==> config.mk <==
export PLATFORM = sky130hd
export DESIGN_NAME = fetch_unit_flat
export DESIGN_NICKNAME = d
export VERILOG_FILES = /design/src/rtl/fetch_unit_if.sv /design/src/rtl/fetch_unit.sv /design/src/flat_wrapper.sv
export SDC_FILE = /design/constraint.sdc
export NUM_CORES = 1
export LEC_CHECK = 0
export CAP_MARGIN = 40
export CORE_ASPECT_RATIO = 0.5
export CORE_UTILIZATION = 30
export CTS_CLUSTER_DIAMETER = 120
export DETAILED_ROUTE_END_ITERATION = 8
export GPL_TIMING_DRIVEN = 0
export PLACE_DENSITY = 0.51
export SYNTH_ARGS = -nofsm -noshare
export SYNTH_HDL_FRONTEND = slang
export SYNTH_SLANG_ARGS = --single-unit
==> constraint.sdc <==
create_clock -name clk -period 3.1 [get_ports clk]
set_input_delay 0.465 -clock clk [delete_from_list [all_inputs] [get_ports clk]]
set_output_delay 0.465 -clock clk [all_outputs]
set_load 0.05 [all_outputs]
==> src/rtl/fetch_unit_if.sv <==
// fetch_unit_if - bundle of the fetch unit's memory, core and redirect channels.
//
// Signals:
//   imem_req_valid/ready/addr : word read request to instruction memory
//   imem_rsp_valid/data       : in-order read response, never back-pressured
//   ins_valid/ready/ins/ins_pc: instruction handed to the core
//   redirect_valid/pc         : branch/jump target from the core
//   fetch_err                 : misaligned-redirect flag (only with FETCH_ALIGN_CHECK_EN)
//
// Modports:
//   master : the fetch unit side
//   slave  : the environment side (memory + core)
//
// Optional feature macro: FETCH_ALIGN_CHECK_EN adds the fetch_err signal.

interface fetch_unit_if;
    logic        imem_req_valid;
    logic        imem_req_ready;
    logic [31:0] imem_req_addr;
    logic        imem_rsp_valid;
    logic [31:0] imem_rsp_data;
    logic        ins_valid;
    logic        ins_ready;
    logic [31:0] ins;
    logic [31:0] ins_pc;
    logic        redirect_valid;
    logic [31:0] redirect_pc;
`ifdef FETCH_ALIGN_CHECK_EN
    logic        fetch_err;
`endif

    modport master (
`ifdef FETCH_ALIGN_CHECK_EN
        output fetch_err,
`endif
        output imem_req_valid,
        output imem_req_addr,
        output ins_valid,
        output ins,
        output ins_pc,
        input  imem_req_ready,
        input  imem_rsp_valid,
        input  imem_rsp_data,
        input  ins_ready,
        input  redirect_valid,
        input  redirect_pc
    );

    modport slave (
`ifdef FETCH_ALIGN_CHECK_EN
        input  fetch_err,
`endif
        input  imem_req_valid,
        input  imem_req_addr,
        input  ins_valid,
        input  ins,
        input  ins_pc,
        output imem_req_ready,
        output imem_rsp_valid,
        output imem_rsp_data,
        output ins_ready,
        output redirect_valid,
        output redirect_pc
    );
endinterface

==> src/rtl/fetch_unit.sv <==
// fetch_unit - instruction fetch front end.
//
// Keeps the fetch PC, issues word reads to instruction memory, buffers the
// in-order responses in a small FIFO and presents the head word plus its PC
// to the core. A redirect flushes the FIFO, reloads the PCs and turns every
// request still in flight into a response that is silently discarded.
//
// Ports:
//   clk   : clock, rising edge
//   rst_n : asynchronous active-low reset
//   bus   : fetch_unit_if.master (memory request/response, instruction
//           output, redirect input, optional fetch_err)
//
// Parameters:
//   RESET_PC   : fetch PC after reset
//   FIFO_DEPTH : buffer entries (power of two, >= 2); also bounds the number
//                of requests in flight
//
// Optional feature macro: FETCH_ALIGN_CHECK_EN - a redirect to a non word
// aligned target raises fetch_err and parks the unit in ERR until reset.
// Without it the low two target bits are ignored.

module fetch_unit #(
    parameter logic [31:0] RESET_PC   = 32'h0000_0000,
    parameter int          FIFO_DEPTH = 2
) (
    input  logic         clk,
    input  logic         rst_n,
    fetch_unit_if.master bus
);

    localparam int AW = $clog2(FIFO_DEPTH);
    localparam int CW = AW + 1;
    // Wide enough to add three CW-bit counters without overflow.
    localparam int SW = CW + 2;

    typedef enum logic [1:0] {
        BOOT = 2'd0,
        RUN  = 2'd1,
        ERR  = 2'd2
    } state_t;

    state_t          state_r, state_nxt_s;
    logic [31:0]     fetch_pc_r, fetch_pc_nxt_s;
    logic [31:0]     rsp_pc_r, rsp_pc_nxt_s;
    logic [CW-1:0]   outstanding_r, outstanding_nxt_s;
    logic [CW-1:0]   drop_cnt_r, drop_cnt_nxt_s;
    logic [CW-1:0]   count_r, count_nxt_s;
    logic [AW-1:0]   rd_ptr_r, rd_ptr_nxt_s;
    logic [AW-1:0]   wr_ptr_r, wr_ptr_nxt_s;
    logic [31:0]     pc_mem_r   [FIFO_DEPTH];
    logic [31:0]     data_mem_r [FIFO_DEPTH];

    logic            redirect_s;
    logic            misalign_s;
    logic [31:0]     target_s;
    logic [SW-1:0]   used_s;
    logic            req_valid_s;
    logic            req_fire_s;
    logic            rsp_drop_s;
    logic            rsp_take_s;
    logic            push_s;
    logic            pop_s;
    logic            flush_s;

    // Redirects are meaningless once parked in ERR; only reset leaves it.
    assign redirect_s = bus.redirect_valid && (state_r != ERR);
    // Low two bits are always cleared, so a misaligned target fetches its word.
    assign target_s   = bus.redirect_pc & 32'hFFFF_FFFC;

`ifdef FETCH_ALIGN_CHECK_EN
    assign misalign_s = redirect_s && (bus.redirect_pc[1:0] != 2'b00);
`else
    assign misalign_s = 1'b0;
`endif

    // Buffered words, live requests and stale requests all consume a slot:
    // every request ever issued is guaranteed space when its word returns.
    assign used_s      = SW'(count_r) + SW'(outstanding_r) + SW'(drop_cnt_r);
    assign req_valid_s = (state_r == RUN) && !bus.redirect_valid &&
                         (used_s < SW'(FIFO_DEPTH));
    assign req_fire_s  = req_valid_s && bus.imem_req_ready;

    // Responses are in order, so the oldest drop_cnt_r words are the stale ones.
    assign rsp_drop_s  = bus.imem_rsp_valid && (drop_cnt_r != {CW{1'b0}});
    assign rsp_take_s  = bus.imem_rsp_valid && (drop_cnt_r == {CW{1'b0}});
    // A live word arriving with a redirect is already stale and is not kept.
    assign push_s      = rsp_take_s && !redirect_s && (state_r != ERR);
    assign pop_s       = (count_r != {CW{1'b0}}) && bus.ins_ready;
    assign flush_s     = redirect_s || (state_r == ERR);

    // Next-state and next-counter logic.
    always_comb begin
        state_nxt_s       = state_r;
        fetch_pc_nxt_s    = fetch_pc_r;
        rsp_pc_nxt_s      = rsp_pc_r;
        outstanding_nxt_s = outstanding_r;
        drop_cnt_nxt_s    = drop_cnt_r;
        count_nxt_s       = count_r;
        rd_ptr_nxt_s      = rd_ptr_r;
        wr_ptr_nxt_s      = wr_ptr_r;

        case (state_r)
            BOOT: begin
                if (misalign_s) begin
                    state_nxt_s = ERR;
                end else begin
                    state_nxt_s = RUN;
                end
            end
            RUN: begin
                if (misalign_s) begin
                    state_nxt_s = ERR;
                end else begin
                    state_nxt_s = RUN;
                end
            end
            ERR: begin
                state_nxt_s = ERR;
            end
            default: begin
                state_nxt_s = BOOT;
            end
        endcase

        if (redirect_s) begin
            fetch_pc_nxt_s    = target_s;
            rsp_pc_nxt_s      = target_s;
            // The word handled this cycle is retired before the rest of the
            // in-flight requests are reclassified as stale.
            drop_cnt_nxt_s    = (drop_cnt_r - CW'(rsp_drop_s)) +
                                (outstanding_r - CW'(rsp_take_s));
            outstanding_nxt_s = {CW{1'b0}};
        end else begin
            if (req_fire_s) begin
                fetch_pc_nxt_s = fetch_pc_r + 32'd4;
            end else begin
                fetch_pc_nxt_s = fetch_pc_r;
            end
            if (push_s) begin
                rsp_pc_nxt_s = rsp_pc_r + 32'd4;
            end else begin
                rsp_pc_nxt_s = rsp_pc_r;
            end
            drop_cnt_nxt_s    = drop_cnt_r - CW'(rsp_drop_s);
            outstanding_nxt_s = outstanding_r + CW'(req_fire_s) - CW'(rsp_take_s);
        end

        if (flush_s) begin
            count_nxt_s  = {CW{1'b0}};
            rd_ptr_nxt_s = {AW{1'b0}};
            wr_ptr_nxt_s = {AW{1'b0}};
        end else begin
            count_nxt_s  = count_r + CW'(push_s) - CW'(pop_s);
            rd_ptr_nxt_s = rd_ptr_r + AW'(pop_s);
            wr_ptr_nxt_s = wr_ptr_r + AW'(push_s);
        end
    end

    // Control state, PCs, credit counters and FIFO pointers.
    always_ff @(posedge clk or negedge rst_n) begin
        if (!rst_n) begin
            state_r       <= BOOT;
            fetch_pc_r    <= RESET_PC;
            rsp_pc_r      <= RESET_PC;
            outstanding_r <= {CW{1'b0}};
            drop_cnt_r    <= {CW{1'b0}};
            count_r       <= {CW{1'b0}};
            rd_ptr_r      <= {AW{1'b0}};
            wr_ptr_r      <= {AW{1'b0}};
        end else begin
            state_r       <= state_nxt_s;
            fetch_pc_r    <= fetch_pc_nxt_s;
            rsp_pc_r      <= rsp_pc_nxt_s;
            outstanding_r <= outstanding_nxt_s;
            drop_cnt_r    <= drop_cnt_nxt_s;
            count_r       <= count_nxt_s;
            rd_ptr_r      <= rd_ptr_nxt_s;
            wr_ptr_r      <= wr_ptr_nxt_s;
        end
    end

    // FIFO storage; reset values make ins/ins_pc read 0/RESET_PC out of reset.
    always_ff @(posedge clk or negedge rst_n) begin
        if (!rst_n) begin
            for (int i = 0; i < FIFO_DEPTH; i++) begin
                pc_mem_r[i]   <= RESET_PC;
                data_mem_r[i] <= 32'h0000_0000;
            end
        end else if (push_s) begin
            pc_mem_r[wr_ptr_r]   <= rsp_pc_r;
            data_mem_r[wr_ptr_r] <= bus.imem_rsp_data;
        end else begin
            pc_mem_r[wr_ptr_r]   <= pc_mem_r[wr_ptr_r];
            data_mem_r[wr_ptr_r] <= data_mem_r[wr_ptr_r];
        end
    end

`ifdef FETCH_ALIGN_CHECK_EN
    logic fetch_err_r;

    // Sticky error flag, cleared only by reset.
    always_ff @(posedge clk or negedge rst_n) begin
        if (!rst_n) begin
            fetch_err_r <= 1'b0;
        end else if (misalign_s) begin
            fetch_err_r <= 1'b1;
        end else begin
            fetch_err_r <= fetch_err_r;
        end
    end

    assign bus.fetch_err = fetch_err_r;
`endif

    assign bus.imem_req_valid = req_valid_s;
    assign bus.imem_req_addr  = fetch_pc_r;
    assign bus.ins_valid      = (count_r != {CW{1'b0}});
    assign bus.ins            = data_mem_r[rd_ptr_r];
    assign bus.ins_pc         = pc_mem_r[rd_ptr_r];

endmodule
==> src/flat_wrapper.sv <==
// flat-port wrapper written by rule: the top's interface ports become plain ports
module fetch_unit_flat 
#(
    parameter logic [31:0] RESET_PC   = 32'h0000_0000,
    parameter int          FIFO_DEPTH = 2
)
  (clk, rst_n, bus_imem_req_valid, bus_imem_req_addr, bus_ins_valid, bus_ins, bus_ins_pc, bus_imem_req_ready, bus_imem_rsp_valid, bus_imem_rsp_data, bus_ins_ready, bus_redirect_valid, bus_redirect_pc);
  fetch_unit_if bus_i ();
  input  logic clk;
  input  logic rst_n;
  output wire logic [$bits(bus_i.imem_req_valid)-1:0] bus_imem_req_valid;
  output wire logic [$bits(bus_i.imem_req_addr)-1:0] bus_imem_req_addr;
  output wire logic [$bits(bus_i.ins_valid)-1:0] bus_ins_valid;
  output wire logic [$bits(bus_i.ins)-1:0] bus_ins;
  output wire logic [$bits(bus_i.ins_pc)-1:0] bus_ins_pc;
  input wire logic [$bits(bus_i.imem_req_ready)-1:0] bus_imem_req_ready;
  input wire logic [$bits(bus_i.imem_rsp_valid)-1:0] bus_imem_rsp_valid;
  input wire logic [$bits(bus_i.imem_rsp_data)-1:0] bus_imem_rsp_data;
  input wire logic [$bits(bus_i.ins_ready)-1:0] bus_ins_ready;
  input wire logic [$bits(bus_i.redirect_valid)-1:0] bus_redirect_valid;
  input wire logic [$bits(bus_i.redirect_pc)-1:0] bus_redirect_pc;
  assign bus_imem_req_valid = bus_i.imem_req_valid;
  assign bus_imem_req_addr = bus_i.imem_req_addr;
  assign bus_ins_valid = bus_i.ins_valid;
  assign bus_ins = bus_i.ins;
  assign bus_ins_pc = bus_i.ins_pc;
  assign bus_i.imem_req_ready = bus_imem_req_ready;
  assign bus_i.imem_rsp_valid = bus_imem_rsp_valid;
  assign bus_i.imem_rsp_data = bus_imem_rsp_data;
  assign bus_i.ins_ready = bus_ins_ready;
  assign bus_i.redirect_valid = bus_redirect_valid;
  assign bus_i.redirect_pc = bus_redirect_pc;
  fetch_unit #(.RESET_PC(RESET_PC), .FIFO_DEPTH(FIFO_DEPTH)) u_core (.clk(clk), .rst_n(rst_n), .bus(bus_i));
endmodule
==> results of run 1 <==
==> per-stage QoR <==
stage / instances / hold slack [ns] / worst slack, ns / cell area [sq um]
floorplan: 764 / 0.1694 / -0.1400 / 9382
global placement: 1350 / 0.4317 / -6.946 / 11540
detailed placement: 1354 / 0.2948 / -0.5544 / 11630
CTS: 1392 / 0.4110 / -0.2741 / 12300
global route: 1394 / 0.4085 / -0.3671 / 12480
finish: 1394 / 0.4236 / -0.2535 / 12480
==> registers in the layout, summed over array words and instances, names as in the netlist, 2 cells and up <==
| register | count |
|---|---|
| u_core.state_r | 2 |
| u_core.count_r | 2 |
| u_core.data_mem_r | 64 |
| u_core.drop_cnt_r | 2 |
| u_core.outstanding_r | 2 |
| u_core.rsp_pc_r | 30 |
| u_core.bus.imem_req_addr | 30 |
| u_core.pc_mem_r | 64 |
==> cell usage after synthesis (all sizes together) <==
cell | count | share of area
xor2 | 23 | 0.022
and4bb | 1 | 0.0013
a21oi | 43 | 0.023
nor2 | 40 | 0.016
nor3b | 1 | 0.00080
o21ai | 13 | 0.0070
or2 | 1 | 0.00067
a21bo | 1 | 0.0011
ha | 10 | 0.013
conb | 1 | 0.00040
nor2b | 2 | 0.0013
or4 | 9 | 0.0074
xnor2 | 24 | 0.022
and4 | 6 | 0.0056
mux2 | 188 | 0.23
clkbuf | 32 | 0.015
nor4 | 4 | 0.0027
nor4b | 4 | 0.0037
nand4 | 16 | 0.011
and2b | 1 | 0.00094
nand3 | 20 | 0.011
nand2 | 20 | 0.0080
and2 | 11 | 0.0075
or3 | 13 | 0.0087
mux2i | 2 | 0.0021
o31ai | 5 | 0.0040
nand3b | 1 | 0.00080
nand2b | 2 | 0.0013
a21o | 1 | 0.00080
and3 | 8 | 0.0058
inv | 19 | 0.0076
dlygate4sd1 | 2 | 0.0019
dfrtp | 198 | 0.53
buf | 8 | 0.0048
a31o | 1 | 0.00094
fa | 2 | 0.0043
a31oi | 20 | 0.013
o21a | 1 | 0.00080
nor3 | 8 | 0.0043
or3b | 1 | 0.00094
==> worst paths after layout <==
| kind | from | end |
|---|---|---|
| worst max-delay path | u_core.count_r[0] | bus_imem_req_valid |
| worst min-delay path | rst_n | u_core.data_mem_r[10] |
| worst max register to register | u_core.count_r[0] | u_core.bus.imem_req_addr[31] |
| worst min register to register | u_core.state_r[1] | u_core.state_r[0] |
| max in group asynchronous | rst_n | u_core.drop_cnt_r[1] |
| min in group clk | u_core.state_r[1] | u_core.state_r[0] |
==> metal layers <==
layer / GRT usage / up-vias
li1: - / 3116
met2: 0.2816 / 80
met4: 0.04053 / 0
met1: 0.2076 / 3405
met3: 0.03242 / 20
met5: 0 / -
==> timing repair <==
item,CTS,global route
gates cloned,1,0
pin swaps,8,14
setup endpoints to repair,67,56
hold buffers,1,0
gates resized for setup,18,45
endpoints found under the hold margin,16,0
setup buffers,5,3
==> where the power goes <==
group          switching, W  leakage [nW]  internal [W]  total [W]
clock network       0.00104         0.286       0.00123    0.00227
registers          0.000460          2.42       0.00335    0.00381
logic               0.00370          2.64       0.00252    0.00622
total               0.00520          5.35       0.00710     0.0123
==> layout make-up <==
cell class,instances,area (sq um)
fill,2947,18030
sequential,198,4955
multi-input combinational,505,4280
timing repair buffer,176,1844
tap,423,529.3
clock buffer,20,456.7
buffer,41,216.5
clock inverter,11,126.4
inverter,19,71.32
antenna,1,2.502
==> cells by family (layout without fill, tap and decap cells) <==
family | after synthesis | in the layout | share of synthesized area
AOI/OAI and AO/OA | 85 | 85 | 0.05095
xor gates and xnor gates | 47 | 47 | 0.04400
adders and majority gates | 12 | 12 | 0.01765
buffers and inverters | 61 | 267 | 0.02929
DFF | 198 | 198 | 0.5296
muxes | 190 | 190 | 0.2284
other | 1 | 3 | 0.0004008
and+or+nand+nor | 169 | 169 | 0.09976
==> layout by cell type, fill, tap and decap left out, types with 3 or more instances in the layout <==
cell type,synthesis,final
clkdlybuf4s50_1,0,144
clkbuf_2,0,5
buf_6,0,4
or3_1,13,13
buf_4,2,7
and3_2,3,3
and2_1,10,9
o31ai_1,5,5
o21ai_0,13,13
clkbuf_8,2,4
buf_2,6,6
xnor2_1,24,24
nand3_1,19,18
xor2_1,23,23
clkbuf_16,0,17
ha_1,10,9
inv_1,19,18
clkbuf_1,30,23
dlymetal6s2s_1,0,17
mux2_2,188,188
and4_1,6,6
dfrtp_1,198,198
a21oi_1,43,42
nor2_1,40,39
clkinv_2,0,3
or4_1,8,6
nor4b_4,0,3
nand4_1,16,16
nor3_1,8,5
and3_1,5,5
nand2_1,20,20
a31oi_1,20,20
clkinv_4,0,4
==> out/qor.yml, run 1 <==
status:
  status: "finished, violations left"
  violations: "negative setup slack"
power_and_ir_drop:
  power_leakage_nw: 5.350
  peakVddDrop_mv: 0.4130
  power_w: 0.01229
  power.density_mw_per_mm2: 984.8
synthesis:
  synth_area_sq_mm: 0.009356
  ys_warn_count: 0
  ys_seq_area_frac: 0.5296
  avgSynthCellArea_sq_um: 12.26
  ys_ff_latch: 198
  ys_types: 46
  netlist_instances: 763
timing:
  clock_skew_ns: 0.006635
  max_freq_mhz: 298.2
  finalHoldViolations: 0
  setup_slack_ns: -0.2535
  final_max_slew_viol_count: 0
  min_period_ns: 3.353
  relSlewSlack: 0.4900
  tightestPinTransition_ns: 0.7651
  finalCritPeriodShare: 1.082
  fin_tns_setup_ns: -2.329
  setup_viol: 13
  rsz0062_at_grt: "true"
critical_path:
  worstPathCellList: "ha_2 > fa_1 > inv_2 > fa_1 > and4bb_2 > and2_1 > and2_4 > buf_6"
  cp-start-kind: "register"
  crit_path_end_kind: "output pin"
  crit_type: "reg -> out"
  cpMostUsedCell: "fa_1"
  r2r_setup_slack_ns: -0.23
  max_stage_delay_ns: 0.52
  cp_num_cells: 8
  crit_buf_inv: 2
  crit_family: "adder cells"
  slowest_stage: "fa_1"
  crit_fanout: 4
  crit_required_ns: 2.63
  worst_r2r_path_depth: 9
  arrival_ns: 2.89
clocking:
  clk_pin_slew_ns: 0.07
  cts_root_buf: "clkbuf_16"
  clockBufferDepth: 2
  numClockSinks: 198
  h-tree-depth: 4
  clk_latency_ns: 0.44
  cts_tree: "yes"
  cts_made_buffers: 17
route:
  drt-wirelength-per-cell_microns: 18.21
  wl_met3_microns: 655
  drt_iter0_drc: 369
  vias_per_cell: 4.750
  num_vias: 6621
  drc: 0
  wl_mm: 25.39
  first_pass_iters: 4
  ant_nets: 0
  maxUsedRoutingLayer: "met4"
  wl_met1_mm: 11.61
  wl_met2_mm: 12.77
global_route:
  antenna_found_initial: 1
  grt_overflow_total: 0
  grt_pass1_vias: 6974
  grt_pass1_wl_mm: 39.73
  gr-usage-all-layers: 0.1624
  grt_max_degree: 104
placement:
  io_buffer_count: 163
  dpl.hpwl_mm: 17.87
  gp_congestion: 0.7948
floorplanning:
  io_pins: 168
  die_x_microns: 251.8
  rows: 45
  die_area_sq_mm: 0.03194
  die_y_microns: 126.9
  start_util: 0.3066
  coreArea_sq_mm: 0.03052
final_layout:
  fin_nets: 1040
  drive_above_1_share: 0.2866
  areaGrowthSynthToFinish_pct: 33.40
  fin_util: 0.4090
run:
  max_cap_violations: 0
hold_path:
  hold_class: "in -> async"
Power figures use the tool's default switching activity.
==> inputs of run 2 (changes only) <==
CAP_MARGIN = 20   (was 40)
PLACE_DENSITY = 0.5   (was 0.51)
clock period = 3.25 ns   (was 3.1 ns; I/O delays follow)
==> run 2 against run 1 <==
The run still ends with negative setup slack left. Critical endpoint unchanged. Core utilization fell by 0.54 points. Worst hold slack got worse by 0.39 ns. Routed wire length fell by 3.6%. Sequential cell count did not move. Non-clock buffer count fell by 1. Register-to-register slack improved by 0.15 ns. Critical path depth rose by 1. Highest routed layer unchanged.
==> out/qor.yml, run 2 (synthesized netlist as in run 1, its figures left out) <==
power_and_ir_drop:
  comb_power_share: 0.500
  power_w: 0.01173
  power_leakage_nw: 5.113
  power.density_mw_per_mm2: 952.0
  clkPwrFrac: 0.190
  p_switching_w: 0.004876
  seqPwrFrac: 0.310
  peakVddDrop_mv: 0.4215
  p_sw_frac: 0.4158
  intPower_w: 0.006851
hold_path:
  hold_class: "in -> async"
floorplanning:
  die_x_microns: 251.8
  die_area_sq_mm: 0.03194
  die_y_microns: 126.9
  coreArea_sq_mm: 0.03052
  io_pins: 168
  start_util: 0.3066
  rows: 45
timing:
  clock_skew_ns: 0.01130
  relSlewSlack: 0.4831
  tightestPinTransition_ns: 0.7753
  max_freq_mhz: 296.2
  rsz0062_at_grt: "true"
  finalHoldViolations: 0
  min_period_ns: 3.377
  hold_slack_ns: 0.03342
  setup_slack_ns: -0.1265
  final_max_slew_viol_count: 0
  finalCritPeriodShare: 1.039
  setup_viol: 9
critical_path:
  arrival_ns: 2.89
  r2r_setup_slack_ns: -0.08
  crit_required_ns: 2.76
  cp-start-kind: "register"
  crit_type: "reg -> out"
  crit_path_end_kind: "output pin"
  crit_fanout: 3
route:
  ant_nets: 0
  drt-wirelength-per-cell_microns: 17.57
  wl_mm: 24.48
  vias_per_cell: 4.734
  drt_iter0_drc: 274
  drc: 0
  num_vias: 6595
  first_pass_iters: 4
placement:
  dpl.hpwl_mm: 17.63
  io_buffer_count: 163
  gp_congestion: 0.7890
global_route:
  antenna_found_initial: 0
  grt_overflow_total: 0
  grt_max_degree: 105
  grt_pass1_wl_mm: 39.22
  gr-usage-all-layers: 0.1599
  grt_pass1_vias: 6934
run:
  max_cap_violations: 0
clocking:
  clk_pin_slew_ns: 0.08
  cts_made_buffers: 17
  h-tree-depth: 4
  cts_tree: "yes"
  clk_latency_ns: 0.45
  clockBufferDepth: 2
  cts_root_buf: "clkbuf_16"
  numClockSinks: 198
final_layout:
  largest_registers: "u_core.data_mem_r x64, u_core.pc_mem_r x64"
  fin_nets: 1039
  areaGrowthSynthToFinish_pct: 31.65
  n_antenna_cell: 0
  mostFrequentLayoutCell: "dfrtp_1"
  drive_above_1_share: 0.2804
  final_cell_mix: "dfrtp_1 (198), mux2_2 (188), clkdlybuf4s50_1 (161), a21oi_1 (42), nor2_1 (40)"
status:
  violations: "negative setup slack"
  status: "finished, violations left"
## run 2: cell types whose count changed in the layout (fill, tap and decap cells not counted), moves of 2 or more
| cell | change |
|---|---|
| nor3_4 | -2 |
| clkinv_4 | -4 |
| dlymetal6s2s_1 | -17 |
| inv_6 | +2 |
| nor4b_4 | -3 |
| clkdlybuf4s50_1 | +17 |
| nor4b_1 | +3 |
| nor3_1 | +2 |
| clkinvlp_4 | +3 |
| buf_4 | +4 |
| nor4_1 | +2 |
| buf_6 | -3 |
## run 2: worst max-delay path: stages (launching register included)
cell      delay [ns]
dfrtp_1         0.41
ha_2            0.20
fa_1            0.50
inv_1           0.05
fa_1            0.47
and4bb_2        0.24
buf_4           0.13
and2_4          0.14
and2_4          0.15
buf_8           0.14
## run 2: final timing paths
path | from | cells after the start | to
min | rst_n | 1 | u_core.data_mem_r[40]
min in group clk | u_core.state_r[1] | 1 | u_core.state_r[0]
max reg2reg | u_core.count_r[0] | 11 | u_core.bus.imem_req_addr[30]
max in group asynchronous | rst_n | 2 | u_core.rsp_pc_r[13]
min reg2reg | u_core.state_r[1] | 1 | u_core.state_r[0]
max | u_core.count_r[0] | 9 | bus_imem_req_valid
## run 2: per-stage QoR
step / utilization / std cells / instance area (sq um) / setup slack (ns) / TNS, ns
detailed placement: 0.3793 / 1352 / 11580 / -0.5221 / -15.14
global placement: 0.3777 / 1350 / 11530 / -6.908 / -1433.21
floorplan: - / 764 / 9366 / -0.006252 / -0.02470
global route: 0.4036 / 1393 / 12320 / -0.2425 / -2.036
finish: 0.4036 / 1393 / 12320 / -0.1265 / -0.6267
CTS: 0.4032 / 1392 / 12300 / -0.1736 / -1.057
## run 2: layout make-up
class | instances | area, sq um
Timing Repair Buffer | 175 | 1755
Multi-Input combinational cell | 505 | 4179
Clock buffer | 18 | 439.2
Sequential cell | 198 | 4955
Buffer | 41 | 216.5
Tap cell | 423 | 529.3
Inverter | 19 | 71.32
Clock inverter | 14 | 172.7
Fill cell | 2958 | 18200
## run 2: metal layers
| metal | track usage | routed length [microns] |
|---|---|---|
| met1 | 0.2073 | 11230 |
| met2 | 0.2727 | 12340 |
| met3 | 0.02955 | 639 |
| met4 | 0.04663 | 267 |
| met5 | 0 | 0 |
## run 2: power groups by stage
| stage | Sequential, W | Clock [W] | Combinational, W |
|---|---|---|---|
| floorplan | 0.00369 | 0 | 0.00394 |
| global placement | 0.00363 | 0 | 0.00577 |
| detailed placement | 0.00368 | 0 | 0.00580 |
| CTS | 0.00363 | 0.00231 | 0.00590 |
| global route | 0.00374 | 0.00241 | 0.00620 |
| finish | 0.00363 | 0.00223 | 0.00587 |
## run 2: what timing repair did
item / in CTS / in global routing
setup endpoints to repair: 64 / 16
pin swaps: 12 / 9
setup buffers: 7 / 2
gates cloned: 1 / 0
gates resized for setup: 24 / 5
hold buffers: 0 / 0
==> inputs of run 3 (changes only) <==
PLACE_DENSITY = 0.51   (was 0.5)
clock period = 3 ns   (was 3.25 ns; I/O delays follow)
==> run 3 against run 2 <==
The flow still finishes with violations (negative setup slack). Via count is 0.59% higher. Sequential cell count unchanged. Register-to-register slack got worse by 0.28 ns. Setup slack got worse by 0.24 ns. Combinational power is 6.0% higher. Final cell count is 0.36% higher. Die area did not move. Sequential power is 8.3% higher. Worst hold slack better by 0.0014 ns. Non-clock buffer count increased by 6.
==> out/qor.yml, run 3 (synthesized netlist as in run 1, its figures left out) <==
timing:
  finalCritPeriodShare: 1.121
  setup_viol: 17
  final_max_slew_viol_count: 0
  tightestPinTransition_ns: 0.8758
  rsz0062_at_grt: "true"
  clock_skew_ns: 0.01269
  setup_slack_ns: -0.3631
  relSlewSlack: 0.4161
  max_freq_mhz: 297.3
  min_period_ns: 3.363
  fin_tns_setup_ns: -4.146
  finalHoldViolations: 0
run:
  max_cap_violations: 0
status:
  violations: "negative setup slack"
  status: "finished, violations left"
floorplanning:
  die_area_sq_mm: 0.03194
  coreArea_sq_mm: 0.03052
  start_util: 0.3066
  rows: 45
  die_x_microns: 251.8
  die_y_microns: 126.9
  io_pins: 168
clocking:
  postCtsHoldBufs: 0
  clk_pin_slew_ns: 0.07
  cts_made_buffers: 17
  numClockSinks: 198
  h-tree-depth: 4
  clk_latency_ns: 0.45
  cts_tree: "yes"
  cts_root_buf: "clkbuf_16"
  clockBufferDepth: 2
critical_path:
  crit_fanout: 5
  cp-start-kind: "register"
  crit_path_end_kind: "register"
  arrival_ns: 3.73
  cpMostUsedCell: "fa_1"
  slowest_stage: "fa_1"
  worstPathCellList: "ha_2 > fa_1 > inv_2 > fa_1 > and4bb_2 > nand4_1 > or4_4 > buf_8 > or3_1 > a31oi_1"
  crit_required_ns: 3.37
  worst_r2r_path_depth: 10
  crit_type: "reg -> reg"
  max_stage_delay_ns: 0.51
power_and_ir_drop:
  power_w: 0.01226
  power_leakage_nw: 5.270
  power.density_mw_per_mm2: 987.2
  peakVddDrop_mv: 0.3642
final_layout:
  final_cell_mix: "dfrtp_1 (198), mux2_2 (188), clkdlybuf4s50_1 (111), dlygate4sd2_1 (50), a21oi_1 (41)"
  largest_registers: "u_core.data_mem_r x64, u_core.pc_mem_r x64"
  fillers: 2938
  areaGrowthSynthToFinish_pct: 32.78
  n_antenna_cell: 0
  ff_latch_area_sq_mm: 0.004955
  mostFrequentLayoutCell: "dfrtp_1"
  multiInputGateArea_sq_mm: 0.004362
  drive_above_1_share: 0.3015
  fin_nets: 1046
route:
  num_vias: 6634
  drt-wirelength-per-cell_microns: 17.81
  drc: 0
  drt_iter0_drc: 280
  wl_mm: 24.90
  vias_per_cell: 4.745
  ant_nets: 0
  first_pass_iters: 5
global_route:
  grt_pass1_wl_mm: 38.95
  grt_max_degree: 108
  gr-usage-all-layers: 0.1592
  grt_pass1_vias: 6967
  grt_overflow_total: 0
  antenna_found_initial: 0
placement:
  pre_cts_ws_ns: -0.6817
  io_buffer_count: 163
  dpl.hpwl_mm: 17.65
  gp_congestion: 0.8090
hold_path:
  hold_class: "in -> async"
==> run 3: changes by cell type in the layout (fill, tap and decap cells not counted), moves of 3 or more <==
cell | before | now
clkdlybuf4s50_1 | 161 | 111
dlygate4sd2_1 | 0 | 50
buf_6 | 1 | 5
nor3_1 | 7 | 3
bufinv_16 | 3 | 0
clkinv_2 | 3 | 6
clkinvlp_4 | 4 | 1
nor3_4 | 0 | 3
nor4_4 | 0 | 3
nor4b_1 | 4 | 1
nor4b_4 | 0 | 3
==> run 3: where the power goes <==
part / switching [W] / internal (W) / total [W]
combinational: 0.00384 / 0.00238 / 0.00622
sequential: 0.000467 / 0.00346 / 0.00393
clock: 0.00103 / 0.00109 / 0.00212
total: 0.00534 / 0.00693 / 0.0123
==> run 3: per-stage QoR <==
step | hold WS [ns] | util | instance area (sq um) | cells
after floorplan | 0.1544 | - | 9382 | 764
after global placement | 0.4332 | 0.3782 | 11540 | 1350
after detailed placement | 0.4396 | 0.3798 | 11590 | 1352
after CTS | 0.08527 | 0.3980 | 12140 | 1385
after global routing | 0.1022 | 0.4071 | 12420 | 1398
final | 0.03484 | 0.4071 | 12420 | 1398
==> run 3: cell type report <==
| cell class | instances | area share |
|---|---|---|
| flip-flops and latches | 198 | 0.3988 |
| multi-input cells | 506 | 0.3511 |
| repair buffers | 181 | 0.1421 |
| well taps | 423 | 0.04260 |
| clock buffers | 21 | 0.03706 |
| plain buffers | 41 | 0.01813 |
| inverters | 19 | 0.005741 |
| clock inverters | 9 | 0.004431 |
==> run 3: metal layers <==
metal	track usage	up-vias	wire length, microns
met5	0	-	0
met4	0.04950	0	377
met3	0.02976	21	630
met2	0.2732	72	12590
met1	0.2036	3407	11300
li1	-	3134	-
==> run 3: path summary, 6_finish.rpt <==
kind,start,endpoint,slack [ns]
hold / removal,rst_n,u_core.pc_mem_r[43],0.03
min in group clk,u_core.state_r[1],u_core.state_r[0],0.46
hold reg to reg,u_core.state_r[1],u_core.state_r[0],0.46
setup reg to reg,u_core.count_r[0],u_core.bus.imem_req_addr[26],-0.36
setup / recovery,u_core.count_r[0],u_core.bus.imem_req_addr[26],-0.36
max in group asynchronous,rst_n,u_core.data_mem_r[14],2.01
==> run 3: repair_timing <==
action / 4_1_cts / 5_1_grt
pin swaps: 6 / 38
endpoints found under the setup margin: 78 / 53
gates resized for setup: 77 / 42
gates cloned: 1 / 1
setup buffers: 3 / 12
==> run 3: worst max-delay path: cells and delay by family (launching register included) <==
kind | cells | cell delay (ns)
compound gates | 1 | 0.18
flops | 1 | 0.41
fa+ha+maj | 3 | 1.20
simple gates | 4 | 1.28
buf+inv | 2 | 0.21
